==> src/rtl/xnorfa_dot_seq.sv <==
// XNOR-popcount dot-product sequencer: streams 3-bit a/w groups through one
// single_xnorfa cell, accumulates match counts, reports popcount and sign.
// Optional macro XNORFA_THRESH_EN adds a programmable sign threshold port.

module single_xnorfa (
  input  logic [2:0] a,
  input  logic [2:0] w,
  output logic [1:0] m
);
  logic [2:0] x;

  // Full adder over the three XNOR match bits: {carry, sum} is the match count.
  assign x = ~(a ^ w);
  assign m = {(x[0] & x[1]) | (x[2] & (x[0] ^ x[1])), x[0] ^ x[1] ^ x[2]};
endmodule

module xnorfa_dot_seq #(
  parameter  int N_GROUPS = 4,
  localparam int ACC_W    = $clog2(3*N_GROUPS+1)
) (
  input  logic             clk,
  input  logic             rst_n,
  input  logic             start,
  output logic             busy,
  input  logic             in_valid,
  output logic             in_ready,
  input  logic [2:0]       a,
  input  logic [2:0]       w,
  output logic             out_valid,
  input  logic             out_ready,
  output logic [ACC_W-1:0] popcount,
  output logic             sign
`ifdef XNORFA_THRESH_EN
  ,
  input  logic [ACC_W-1:0] thresh
`endif
);

  localparam int CNT_W = $clog2(N_GROUPS+1);

  typedef enum logic [1:0] {IDLE, RUN, DRAIN, DONE} state_t;

  state_t            state, state_nxt;
  logic [CNT_W-1:0]  grp_cnt;
  logic [2:0]        a_q, w_q;
  logic              v1, v2;
  logic [1:0]        m, m_q;
  logic [ACC_W-1:0]  acc, acc_nxt;
  logic              hs, last_grp, start_acc, finish, sign_nxt;

  single_xnorfa u_cell (.a(a_q), .w(w_q), .m(m));

  assign hs        = in_valid && (state == RUN);
  assign last_grp  = (grp_cnt == CNT_W'(N_GROUPS-1));
  assign start_acc = start && (state == IDLE);
  // Leaving DRAIN coincides with the final add, so results latch acc_nxt.
  assign finish    = (state == DRAIN) && !v1;
  assign acc_nxt   = v2 ? acc + ACC_W'(m_q) : acc;

`ifdef XNORFA_THRESH_EN
  logic [ACC_W-1:0] thresh_q;

  assign sign_nxt = (acc_nxt >= thresh_q);

  always_ff @(posedge clk) begin
    if (!rst_n)         thresh_q <= '0;
    else if (start_acc) thresh_q <= thresh;
  end
`else
  assign sign_nxt = (2 * int'(acc_nxt)) > (3 * N_GROUPS);
`endif

  // NOTE: sequential state uses non-blocking (<=) so every register samples
  // pre-edge values; combinational blocks use blocking (=) with defaults first.
  always_ff @(posedge clk) begin
    if (!rst_n) state <= IDLE;
    else        state <= state_nxt;
  end

  always_comb begin
    state_nxt = state;
    unique case (state)
      IDLE:    if (start)          state_nxt = RUN;
      RUN:     if (hs && last_grp) state_nxt = DRAIN;
      DRAIN:   if (!v1)            state_nxt = DONE;
      DONE:    if (out_ready)      state_nxt = IDLE;
      default:                     state_nxt = IDLE;
    endcase
  end

  // NOTE: every output gets a default before the decode so no latch is inferred.
  always_comb begin
    busy      = 1'b1;
    in_ready  = 1'b0;
    out_valid = 1'b0;
    unique case (state)
      IDLE:    busy      = 1'b0;
      RUN:     in_ready  = 1'b1;
      DONE:    out_valid = 1'b1;
      default: ;
    endcase
  end

  always_ff @(posedge clk) begin
    if (!rst_n) begin
      grp_cnt <= '0;
      a_q     <= '0;
      w_q     <= '0;
      v1      <= 1'b0;
      v2      <= 1'b0;
      m_q     <= '0;
      acc     <= '0;
    end else if (start_acc) begin
      grp_cnt <= '0;
      v1      <= 1'b0;
      v2      <= 1'b0;
      acc     <= '0;
    end else begin
      v1  <= hs;
      v2  <= v1;
      acc <= acc_nxt;
      if (hs) begin
        a_q     <= a;
        w_q     <= w;
        grp_cnt <= grp_cnt + 1'b1;
      end
      if (v1) m_q <= m;
    end
  end

  // Result registers hold through IDLE until the next dot product completes.
  always_ff @(posedge clk) begin
    if (!rst_n) begin
      popcount <= '0;
      sign     <= 1'b0;
    end else if (finish) begin
      popcount <= acc_nxt;
      sign     <= sign_nxt;
    end
  end

endmodule

==> config.mk <==
export PLATFORM = sky130hd
export DESIGN_NAME = xnorfa_dot_seq
export DESIGN_NICKNAME = d
export VERILOG_FILES = /design/src/rtl/xnorfa_dot_seq.sv
export SDC_FILE = /design/constraint.sdc
export NUM_CORES = 1
export LEC_CHECK = 0
export BUFFER_PORTS_ARGS = -buffer_cell sky130_fd_sc_hd__buf_2
export CORE_UTILIZATION = 57
export DETAILED_ROUTE_END_ITERATION = 10
export PLACE_DENSITY_LB_ADDON = 0.3
export SYNTH_ARGS = -nofsm -noshare
export SYNTH_HDL_FRONTEND = slang
export SYNTH_HIERARCHICAL = 1
export SYNTH_SLANG_ARGS = --single-unit
==> constraint.sdc <==
create_clock -name clk -period 4.6 [get_ports clk]
set_clock_uncertainty 0.15 [all_clocks]
set_input_delay 0.92 -clock clk [delete_from_list [all_inputs] [get_ports clk]]
set_output_delay 0.92 -clock clk [all_outputs]
set_load 0.02 [all_outputs]
# --- Yosys cells after proc, flatten, opt, wreduce, memory -nomap -nowiden ---
# Index checks and enable logic that the tools add are counted.
totals:
  elab_cells: 49
  out_inout_bits: 8
  register_bits: 24
  in_bits: 11
op_classes:
  n_eq_ne: 8
  muxes: 9
  magnitude_cmp: 1
  bitwise: 9
  n_addsub: 2
  reduce_logical: 10
ops:
  columns: ["op", "n"]
  rows:
  - ["2-bit two-way mux", 4]
  - ["2-bit one-hot mux with 4 select lines", 1]
  - ["2-bit != test (second input constant)", 3]
  - ["5-bit by 4-bit > comparator with 1-bit output (second input constant)", 1]
  - ["4-bit by 2-bit adder with 4-bit output", 1]
  - ["2-bit == test (second input constant)", 2]
  - ["1-bit logical AND", 4]
  - ["4-bit two-way mux", 1]
  - ["2-bit AND reduction", 2]
  - ["4-bit AND reduction", 1]
  - ["3-bit by 1-bit adder with 3-bit output (second input constant)", 1]
  - ["3-bit by 2-bit == test with 1-bit output (second input constant)", 1]
  - ["1-bit two-way mux", 3]
  - ["3-bit NOT", 1]
  - ["3-bit XOR", 1]
  - ["1-bit bitwise AND", 2]
  - ["2-bit by 1-bit == test with 1-bit output (second input constant)", 1]
  - ["2-bit logical NOT", 1]
  - ["2-bit by 1-bit != test with 1-bit output (second input constant)", 1]
  - ["1-bit NOT", 2]
  - ["2-bit OR reduction", 1]
  - ["1-bit XOR", 2]
  - ["1-bit logical NOT", 1]
  - ["1-bit OR", 1]

# --- Depth between registers and ports, before layout ---
# Gate-level depths: netlist of run 1.
logic_depth:
  depth_word: 5
  mapped_depth: 6
  ltp_nobuf: 6

# --- Modules after synthesis ---
# The synthesis of run 1 kept the hierarchy.
by_module_without_submodules:
  columns: ["module", "cells_per_inst", "area_each_um2", "seq_area_each_um2", "instances"]
  rows:
  - ["xnorfa_dot_seq", 108, 1058.5, 480.5, 1]
  - ["single_xnorfa", 4, 46.3, 0.0, 1]

# --- Least setup slack after synthesis of run 1 ---
# Ideal clock, no wire load.
synth_timing:
  path_type: "input to register"
  start: "input port out_ready"
  end: "register state[1]"
  required_ps: 4322
  path_buffers: 0
  t_arrival_ps: 1675
  path_slack_ps: 2647
  stages: 4
  setup_time_ps: 128
  path_cell_list: "and2b_1 > a2111oi_4 > mux2i_1 > nor2_1"
synth_between:
  elab_chain_cells: 2
synth_lines:
  columns: ["element", "line", "rtl"]
  rows:
  - ["start, declared", "30", "input logic out_ready,"]
  - ["2-bit != test (no line)", null, null]
  - ["4-bit AND reduction (no line)", null, null]
  - ["end signal, assigned", "77", "else state <= state_nxt;"]
  - ["end, declared", "43", "state_t state, state_nxt;"]
# No other way between the ends.
# A chain may end at the register's enable or synchronous reset.

# --- Final worst setup path of run 1 ---
layout_timing:
  start: "register state[0]"
  end: "output port busy"
layout_between:
  elab_chain_cells: 2
layout_lines:
  columns: ["element", "line", "rtl"]
  rows:
  - ["2-bit logical NOT", "96", "unique case (state)"]
  - ["1-bit two-way mux", "96", null]
  - ["end, declared", "24", "output logic busy,"]
# No other way between the ends.

==> impl_results.md, run 1 <==
- Cell family with most CP delay: flip-flops
- Slew margin rel.: 60.06%
- Critical path class: register to primary output
- DIE AREA: 2118 um2
- Gr ovfl total: 0
- Synth Warn #: 6
- Die height: 46.03 um
- Critical path, cell by cell: inv_1 -> ha_1 -> inv_1 -> buf_2
- Area Overhead vs Synth: 13.48%
- GRT Resource Usage Total: 19.31%
- Post-Syn Instances: 112
- Distinct cells, synth: 26
- Port buffer count: 18
- Vias per cell: 5.172
- Clock latency on the worst-skew pair: 0.30 ns
- Vias in the first global route: 739
- Synth top area cells: dfxtp_1 43%, ha_1 10%, mux2i_1 7.2%, nor2_1 6.8%, fa_1 3.6%
- Setup TNS: 0 ns
- Post-CTS Resized: 0
- Cell Pwr Density: 503.6 nW/um2
- RD Place Congestion: 0.8278
- First-pass GRT wire length: 2.898 mm
- Clk pin slew, worst setup/hold paths: 0.12 ns
- Post-CTS Repair Setup Buffers: 0
- Worst path slowest cell: dfxtp_1
- Htree depth: 1
- Clock Tree Root: clkbuf_4
- Leakage: 0.0005707 uW
- Rows: 15
- CTS Sinks: 24
- Most used cell, CP: inv_1
- Routed WL per cell: 10.96 um
- Post-Syn Area: 1105 um2
- CP arrival: 1.28 ns
- Total inserted antenna cells: 0
- Final setup fails: 0
- Final ANT Viol Nets: 0
- Critical path launch point type: register
- IO Pins: 19
- Drt total wl: 1.721 mm
- Starting density of the core: 62.62%
- Max-Cap Viols: 0
- Drt initial violations: 6
- Crit-path max FO: 4
- Synth top area share: 43.49%
- Min Tclk post-route: 2.349 ns
- Final Power: 631.3 uW
- TritonRoute pass-1 iters: 4
- Unrepaired setup endpoints after global routing: no
- Final Hold Fails: 0
- Fmax: 425.7 MHz
- Worst path required time: 3.53 ns
- Maximum VDD drop: 0.3901 mV
- TritonCTS clock tree: built
- Core area: 1764 um2
- Yosys reg bits: 24
- Area leader, netlist: dfxtp_1
- Worst Path Buf+Inv: 3
- Nets: 155
- Residual DRC: 0
- Final Cycle Share: 51.07%
- DR vias: 812
- Crit end category: primary output
- Syn_area_per_cell: 9.864 um2
- Cts bufs inserted: 3
- Seq/Total Area, Yosys: 43.49%
- Max Root-Sink Buffers: 2
- Slew @ Worst Pin: 0.5979 ns
- Class of the worst hold path: register to register
- Crit path largest cell delay: 0.42 ns
- Number of antenna violations at the first check in global routing: 0
- Chip width: 46.03 um
- Hold_buf cts: 0
- Mapped Nets: 134
- Share of layout cells above drive strength 1: 18.94%
- Reg2reg setup slack: 2.75 ns
- Max-slew violation count: 0
- Status: completed
- HPWL after DPL: 1.385 mm
- Pin count of the biggest net entering global routing: 16
[layer usage]
| layer | share of wire [%] | global-route usage (%) | vias to the layer above |
|---|---|---|---|
| li1 | - | - | 418 |
| met1 | 45 | 21.98 | 373 |
| met2 | 51 | 35.21 | 19 |
| met3 | 3.3 | 3.571 | 2 |
| met4 | 0.99 | 7.059 | 0 |
| met5 | 0 | 0 | - |
[metrics by stage]
stage,util [%],cells,worst slack (ns),instance area [um2],hold WS (ns)
2_1_floorplan,-,112,2.647,1105,0.2900
3_3_place_gp,69.01,153,2.552,1217,0.2951
3_5_place_dp,69.01,153,2.484,1217,0.3064
4_1_cts,71.06,157,2.247,1254,0.3259
5_1_grt,71.06,157,2.168,1254,0.3588
6_report,71.06,157,2.251,1254,0.3212
[registers in the layout, summed over array words and instances, names as in the netlist]
name	flops
acc	4
popcount	4
a_q	3
grp_cnt	3
w_q	3
m_q	2
state	2
sign	1
v1	1
v2	1
[kinds of logic (layout without fill, tap and decap cells)]
| group | Yosys count | in the layout | synth area share [%] |
|---|---|---|---|
| xor gates and xnor gates | 6 | 6 | 4.756 |
| adders and majority gates | 11 | 11 | 13.82 |
| DFF | 24 | 24 | 43.49 |
| muxes | 8 | 8 | 7.248 |
| and+or+nand+nor | 39 | 39 | 16.31 |
| buffers and inverters | 7 | 27 | 2.491 |
| AOI/OAI and AO/OA | 17 | 17 | 11.89 |
[cell usage after synthesis (all sizes together)]
master	n
xor2	2
a21oi	6
o21ai	1
nor2	20
a211oi	5
nand3	4
a31oi	1
and2b	1
a2111oi	1
ha	9
nand2	9
mux2i	8
xnor2	4
or2	1
inv	5
a21boi	1
a32oi	1
a311oi	1
dfxtp	24
nor2b	3
and3	1
fa	2
buf	2
[placed cells by master (no fill, tap or decap), drive strengths merged]
cell type	count
dfxtp	24
nor2	20
buf	18
nand2	9
ha	9
mux2i	8
a21oi	6
inv	5
a211oi	5
xnor2	4
nand3	4
clkbuf	4
nor2b	3
xor2	2
fa	2
a32oi	1
or2	1
o21ai	1
a31oi	1
and2b	1
a21boi	1
a2111oi	1
a311oi	1
and3	1
[path summary, 6_finish.rpt]
kind,from,depth (start not counted),endpoint
max,state[0]$_SDFFE_PN0P_,4,busy
min reg2reg,m_q[0]$_SDFFE_PN0P_,2,m_q[0]$_SDFFE_PN0P_
max reg2reg,state[0]$_SDFFE_PN0P_,6,state[1]$_SDFFE_PN0P_
min,m_q[0]$_SDFFE_PN0P_,2,m_q[0]$_SDFFE_PN0P_
[tightest hold or removal path: cells and delay by family (launching register included)]
| kind | cells | cell delay, ns |
|---|---|---|
| flip-flops | 1 | 0.33 |
| AND/OR/NAND/NOR | 1 | 0.05 |
| AO/OA/AOI/OAI | 1 | 0.05 |
[cell type report]
class,count,area (um2)
Multi-Input combinational cell,81,596.8
Tap cell,25,31.28
Clock buffer,4,36.28
Sequential cell,24,480.5
Timing Repair Buffer,18,90.09
Inverter,5,18.77
Fill cell,155,510.5
[power breakdown]
group          switching (uW)  total, uW  internal, uW
Sequential               26.1        271           245
Clock                    57.4        106          48.2
Combinational             149        255           105
Total                     233        631           399
(Power assumes the default switching activity.)
==> inputs of run 2 (changes only) <==
--- a/config.mk
+++ b/config.mk
@@ -6,7 +6,7 @@
 export NUM_CORES = 1
 export LEC_CHECK = 0
 export BUFFER_PORTS_ARGS = -buffer_cell sky130_fd_sc_hd__buf_2
-export CORE_UTILIZATION = 57
+export CORE_UTILIZATION = 48
 export DETAILED_ROUTE_END_ITERATION = 10
 export PLACE_DENSITY_LB_ADDON = 0.3
 export SYNTH_ARGS = -nofsm -noshare
==> constraint.sdc (replaced) <==
create_clock -name clk -period 1.9 [get_ports clk]
set_clock_uncertainty 0.15 [all_clocks]
set_input_delay 0.38 -clock clk [delete_from_list [all_inputs] [get_ports clk]]
set_output_delay 0.38 -clock clk [all_outputs]
set_load 0.02 [all_outputs]
==> impl_results.md, run 2 (same netlist as run 1, synthesis figures left out) <==
- TritonRoute pass-1 iters: 4 (unchanged)
- Dpl cell area: 1229 um2 (+0.92%)
- Most common cell after layout, fill and taps aside: dfxtp_1
- Starting density of the core: 50.43% (-12 points)
- DP Cell Count: 157 (+2.6%)
- NetSw: 586.5 uW (+150%)
- Final Power: 1665 uW (+160%)
- Total inserted antenna cells: 0 (unchanged)
- Clock latency on the worst-skew pair: 0.32 ns (+0.02 ns)
- Chip width: 49.98 um (+8.6%)
- Switching share of power: 35.22% (-1.6 points)
- Reg2reg setup slack: 0.14 ns (-2.61 ns)
- Gr ovfl total: 0 (unchanged)
- Status: completed
- Class of the worst hold path: input pin to register
- Unrepaired setup endpoints after global routing: no
- CTS Sinks: 24 (unchanged)
- Vias per cell: 5.118 (-1.0%)
- Pin count of the biggest net entering global routing: 16 (unchanged)
- Final setup fails: 0 (unchanged)
- Core area: 2191 um2 (+24%)
- Crit-path max FO: 4 (unchanged)
- Htree depth: 1 (unchanged)
- CP arrival: 1.81 ns (+0.53 ns)
- IO Pins: 19 (unchanged)
- Vias in the first global route: 729 (-1.4%)
- Post-CTS Repair Setup Buffers: 0 (unchanged)
- Worst hold stages: 3 (+1)
- Reg power frac: 39.5% (-3.4 points)
- DIE AREA: 2498 um2 (+18%)
- Maximum VDD drop: 0.8894 mV (+130%)
- Drt initial violations: 8 (+2)
- Min Tclk post-route: 1.760 ns
- Most frequent cells in the layout: 22 x dfxtp_1, 20 x nor2_1, 18 x buf_2
- Slew @ Worst Pin: 0.4572 ns (-0.1408 ns)
- Clock power share: 22.5% (+5.8 points)
- Clk pin slew, worst setup/hold paths: 0.14 ns (+0.02 ns)
- Hold Crit Start: a[2]
- Slew margin rel.: 69.49% (+9.4 points)
- Number of antenna violations at the first check in global routing: 0 (unchanged)
- Power Internal: 1079 uW (+170%)
- Clock Tree Root: clkbuf_4
- Hold path endpoint: a_q[2]$_SDFFE_PN0P_
- Max-Cap Viols: 0 (unchanged)
- Worst path slowest cell: a2111oi_4
- Fmax: 568.1 MHz
- Critical path class: register to register
- Final ANT Viol Nets: 0 (unchanged)
- First-pass GRT wire length: 3.022 mm (+4.3%)
- Cell Pwr Density: 1295 nW/um2 (+160%)
- RD Place Congestion: 0.8150 (-1.5%)
- R2R depth: 6 (unchanged)
- Crit end category: register
- Rows: 17 (+2)
- Routed WL per cell: 11.32 um (+3.2%)
- GRT Resource Usage Total: 16.52% (-2.8 points)
- R2r startpoint: state[0]$_SDFFE_PN0P_
- Die height: 49.98 um (+8.6%)
- Residual DRC: 0 (unchanged)
- Share of layout cells above drive strength 1: 21.80% (+2.9 points)
- HPWL after DPL: 1.402 mm (+1.2%)
- Worst path required time: 1.95 ns (-1.58 ns)
- Critical path launch point type: register
- Max Root-Sink Buffers: 2 (unchanged)
- Port buffer count: 18 (unchanged)
- Non-filler cells, final: 161 (+2.5%)
- Cell area after layout: 1286 um2 (+2.6%)
- Comb power frac: 38.0% (-2.3 points)
- Worst setup startpoint: state[0]$_SDFFE_PN0P_
- Drt total wl: 1.822 mm (+5.9%)
- Leakage: 0.0005824 uW (+2.1%)
- Max-slew violation count: 0 (unchanged)
- DR vias: 824 (+1.5%)
- Final Cycle Share: 92.65%
- Final Util: 58.71% (-12 points)
- Nets: 156 (+0.65%)
- Area Overhead vs Synth: 16.42%
- Top Registers: acc x4, popcount x4
- Critical path, cell by cell: inv_1 -> ha_1 -> nor2b_4 -> a2111oi_4 -> mux2i_1 -> nor2_1
- Reg-to-reg endpoint: state[1]$_SDFFE_PN0P_
- Setup TNS: 0 ns (unchanged)
- TritonCTS clock tree: built
- Crit path largest cell delay: 0.39 ns (-0.03 ns)
- Cts bufs inserted: 3 (unchanged)
- Final Hold Fails: 0 (unchanged)
run 2: cell count changes in the layout (fill, tap and decap cells not counted):
cell,previous run,this run
bufinv_16,0,1
ha_1,9,8
ha_2,0,1
dfxtp_2,0,2
buf_4,0,1
clkbuf_8,1,0
dfxtp_1,24,22
run 2: worst max path at each step:
stage                            endpoint  slack, ns  cells past startpoint
floorplan           state[1]$_SDFFE_PN0P_       0.19                      6
global placement    state[1]$_SDFFE_PN0P_       0.19                      6
detailed placement  state[1]$_SDFFE_PN0P_       0.09                      6
CTS                              in_ready       0.07                      3
global route        state[1]$_SDFFE_PN0P_       0.03                      6
finish              state[1]$_SDFFE_PN0P_       0.14                      6
run 2: power groups by stage:
stage / clock network, uW / registers (uW) / logic, uW
floorplan: 0 / 705 / 436
global placement: 0 / 661 / 613
detailed placement: 0 / 668 / 633
CTS: 383 / 655 / 637
global route: 401 / 672 / 707
finish: 374 / 658 / 633
run 2: per-layer routing:
layer	up-vias	share of wire [%]	GRT usage (%)
li1	420	-	-
met3	4	3.8	3.704
met5	-	0	0
met4	0	1.6	8.571
met1	379	46	20.04
met2	21	48	27.03
run 2: per-stage QoR:
stage | hold slack (ns) | worst slack (ns)
3_5_place_dp | 0.3033 | 0.08812
2_1_floorplan | 0.2900 | 0.1946
4_1_cts | 0.1207 | 0.06559
6_report | 0.1270 | 0.1396
3_3_place_gp | 0.2947 | 0.1876
5_1_grt | 0.1417 | 0.03183
run 2: critical path, delay by kind of cell (launching register included):
kind                     cells  cell delay (ns)
buffers and inverters        1             0.08
flip-flops                   1             0.37
multiplexers                 1             0.24
AO/OA/AOI/OAI                1             0.39
AND/OR/NAND/NOR              2             0.19
adder cells (fa/ha/maj)      1             0.23
run 2: repair_timing:
action	in CTS	in global routing
hold buffers	0	0
gates resized for setup	0	3
endpoints found under the setup margin	0	2
run 2: cell type report:
| class | instances | area [um2] |
|---|---|---|
| Multi-Input combinational cell | 81 | 599.3 |
| Fill cell | 190 | 904.6 |
| Inverter | 5 | 18.77 |
| Sequential cell | 24 | 483.0 |
| Timing Repair Buffer | 19 | 97.59 |
| Clock buffer | 3 | 22.52 |
| Tap cell | 28 | 35.03 |
| Clock inverter | 1 | 30.03 |
==> inputs of run 3 (changes only) <==
--- a/config.mk
+++ b/config.mk
@@ -5,8 +5,9 @@
 export SDC_FILE = /design/constraint.sdc
 export NUM_CORES = 1
 export LEC_CHECK = 0
+export ABC_AREA = 1
 export BUFFER_PORTS_ARGS = -buffer_cell sky130_fd_sc_hd__buf_2
-export CORE_UTILIZATION = 48
+export CORE_UTILIZATION = 49
 export DETAILED_ROUTE_END_ITERATION = 10
 export PLACE_DENSITY_LB_ADDON = 0.3
 export SYNTH_ARGS = -nofsm -noshare
==> impl_results.md, run 3 <==
- Status: completed
- Critical path launch point type: register
- IO Pins: 19 (unchanged)
- Syn_area_per_cell: 7.400 um2 (-25%)
- Area Overhead vs Synth: 11.31%
- Hold Crit Start: w[2]
- TritonCTS clock tree: built
- Routed WL per cell: 10.02 um (-11%)
- Total inserted antenna cells: 0 (unchanged)
- Hold_buf cts: 0 (unchanged)
- Critical path class: register to primary output
- Fillers: 219 (+15%)
- Worst path slowest cell: dfxtp_1
- Clk pin slew, worst setup/hold paths: 0.12 ns (-0.02 ns)
- Leakage: 0.0006698 uW (+15%)
- CP arrival: 1.26 ns (-0.55 ns)
- Cell Pwr Density: 999.9 nW/um2 (-23%)
- Slew margin rel.: 82.00% (+13 points)
- Rows: 17 (unchanged)
- Fmax: 559.7 MHz (-1.5%)
- Chip width: 51.62 um (+3.3%)
- R2R depth: 10 (+4)
- FFs w/ async S/R, synth: 0% (unchanged)
- Residual DRC: 0 (unchanged)
- Final Hold Fails: 0 (unchanged)
- Clock latency on the worst-skew pair: 0.31 ns (about the same)
- Unrepaired setup endpoints after global routing: no
- Cell family with most CP delay: flip-flops
- Die height: 51.62 um (+3.3%)
- Drt total wl: 2.115 mm (+16%)
- Post-CTS Resized: 0 (unchanged)
- First-pass GRT wire length: 3.877 mm (+28%)
- Post-CTS Repair Setup Buffers: 0 (unchanged)
- Post-Syn Instances: 163 (+46%)
- HPWL after DPL: 1.666 mm (+19%)
- Most frequent cells in the layout: 36 x nand2_1, 31 x nor2_1, 26 x inv_1
- Cts bufs inserted: 3 (unchanged)
- Final ANT Viol Nets: 0 (unchanged)
- Max-Cap Viols: 0 (unchanged)
- TritonRoute pass-1 iters: 4 (unchanged)
- Final Cycle Share: 94.04% (+1.4 points)
- Crit-path max FO: 4 (unchanged)
- Min Tclk post-route: 1.787 ns (+0.02633 ns)
- Post-Syn Area: 1206 um2 (+9.2%)
- Reg2reg setup slack: 0.18 ns (+0.04 ns)
- Share of layout cells above drive strength 1: 19.13% (-2.7 points)
- Class of the worst hold path: input pin to register
- Distinct cells, synth: 20 (-23%)
- Synth top cells by count: 36 x nand2_1, 31 x nor2_1, 26 x inv_1
- Most used cell, CP: inv_1
- DIE AREA: 2664 um2 (+6.7%)
- Seq/Total Area, Yosys: 39.83% (-3.7 points)
- Vias per cell: 4.673 (-8.7%)
- Max Root-Sink Buffers: 2 (unchanged)
- Htree depth: 1 (unchanged)
- Vias in the first global route: 980 (+34%)
- GRT Resource Usage Total: 19.95% (+3.4 points)
- Worst path required time: 1.37 ns (-0.58 ns)
- Worst hold stages: 3 (unchanged)
- Drt initial violations: 11 (+3)
- Most common cell after layout, fill and taps aside: nand2_1
- Cell area after layout: 1343 um2 (+4.4%)
- DR vias: 986 (+20%)
- Hold path endpoint: w_q[2]$_SDFFE_PN0P_
- Synth top area share: 39.83% (-3.7 points)
- Synth top area cells: dfxtp_1 40%, nand2_1 11%, nor2_1 9.6%, ha_1 9.3%, inv_1 8.1%
- RD Place Congestion: 0.7449 (-8.6%)
- Worst Path Buf+Inv: 3 (+2)
- CTS Sinks: 24 (unchanged)
- Gr ovfl total: 0 (unchanged)
- Final Power: 1342 uW (-19%)
- Setup TNS: 0 ns (unchanged)
- Reg-to-reg endpoint: sign$_SDFFE_PN0P_
- Final setup fails: 0 (unchanged)
- Worst setup startpoint: state[0]$_SDFFE_PN0P_
- Number of antenna violations at the first check in global routing: 0 (unchanged)
- Maximum VDD drop: 0.6996 mV (-21%)
- Mapped Nets: 185 (+38%)
- Most frequent cell after synthesis: nand2_1
- Top Registers: acc x4, popcount x4
- Area leader, netlist: dfxtp_1
- Crit end category: primary output
- Port buffer count: 18 (unchanged)
- Top_reg_cell synth: dfxtp_1
- R2r startpoint: m_q[0]$_SDFFE_PN0P_
- Critical path, cell by cell: inv_1 -> ha_1 -> inv_1 -> buf_2
- Post-synth EDFFs: 0 (unchanged)
- Yosys reg bits: 24 (unchanged)
- Pin count of the biggest net entering global routing: 16 (unchanged)
- Synth Warn #: 6 (unchanged)
- Core area: 2276 um2 (+3.9%)
- Crit path largest cell delay: 0.40 ns (about the same)
- Nets: 207 (+33%)
- Clock Tree Root: clkbuf_4
- Dpl cell area: 1320 um2 (+7.4%)
- Max-slew violation count: 0 (unchanged)
- Starting density of the core: 53.00% (+2.6 points)
- Slew @ Worst Pin: 0.2685 ns (-0.1887 ns)
run 3: cell count changes after synthesis, sizes merged, moves of 3 or more:
cell / before / now
mux2i: 8 / 0
nor2b: 3 / 0
inv: 5 / 28
o21ai: 1 / 10
xnor2: 4 / 0
a211oi: 5 / 1
nor2: 20 / 33
nand2: 9 / 43
run 3: worst max-delay path by stage:
stage                     slack, ns                 to  depth (start not counted)
after floorplan                0.29  sign$_SDFFE_PN0P_                         10
after global placement         0.24  sign$_SDFFE_PN0P_                         10
after detailed placement       0.20  sign$_SDFFE_PN0P_                         10
after CTS                       0.1               busy                          4
after global routing           0.05               busy                          4
final                          0.11               busy                          4
run 3: per-stage QoR:
| step | worst slack (ns) | instances | util, % | hold slack, ns |
|---|---|---|---|---|
| after detailed placement | 0.1987 | 208 | 58.00 | 0.3324 |
| after CTS | 0.09899 | 211 | 58.99 | 0.1521 |
| after global placement | 0.2424 | 208 | 58.00 | 0.2976 |
| final | 0.1133 | 211 | 58.99 | 0.1623 |
| after floorplan | 0.2910 | 163 | - | 0.2991 |
| after global routing | 0.05456 | 211 | 58.99 | 0.1649 |
run 3: cells by family (layout without fill, tap and decap cells):
kind of cell | count (synthesis) | after routing | synth area share [%]
buffers and inverters | 29 | 49 | 9.647
adders and majority gates | 11 | 11 | 12.66
and+or+nand+nor | 81 | 81 | 29.67
AOI/OAI and AO/OA | 17 | 17 | 7.469
xor gates and xnor gates | 1 | 1 | 0.7263
DFF | 24 | 24 | 39.83
run 3: layout make-up:
| cell class | count | area (um2) | area share [%] |
|---|---|---|---|
| sequential | 24 | 480.5 | 35.79 |
| timing repair buffer | 18 | 90.09 | 6.710 |
| tap | 28 | 35.03 | 2.610 |
| inverter | 28 | 105.1 | 7.829 |
| multi-input combinational | 110 | 609.3 | 45.39 |
| clock buffer | 3 | 22.52 | 1.678 |
run 3: report_power, final:
group          switching (uW)  internal [uW]
Combinational             321            172
Clock                     144           74.1
Sequential               52.6            579
Total                     517            825
run 3: routing by layer:
layer	GRT usage, %	up-vias	wire, um
met2	36.58	18	1033
met3	3.509	4	63
li1	-	533	-
met5	0	-	0
met1	21.42	431	977
met4	10.81	0	41
run 3: worst min-delay path, cell delays in order:
cell and delay [ns]:
buf_2 0.07, o21ai_0 0.07, nor2_1 0.07
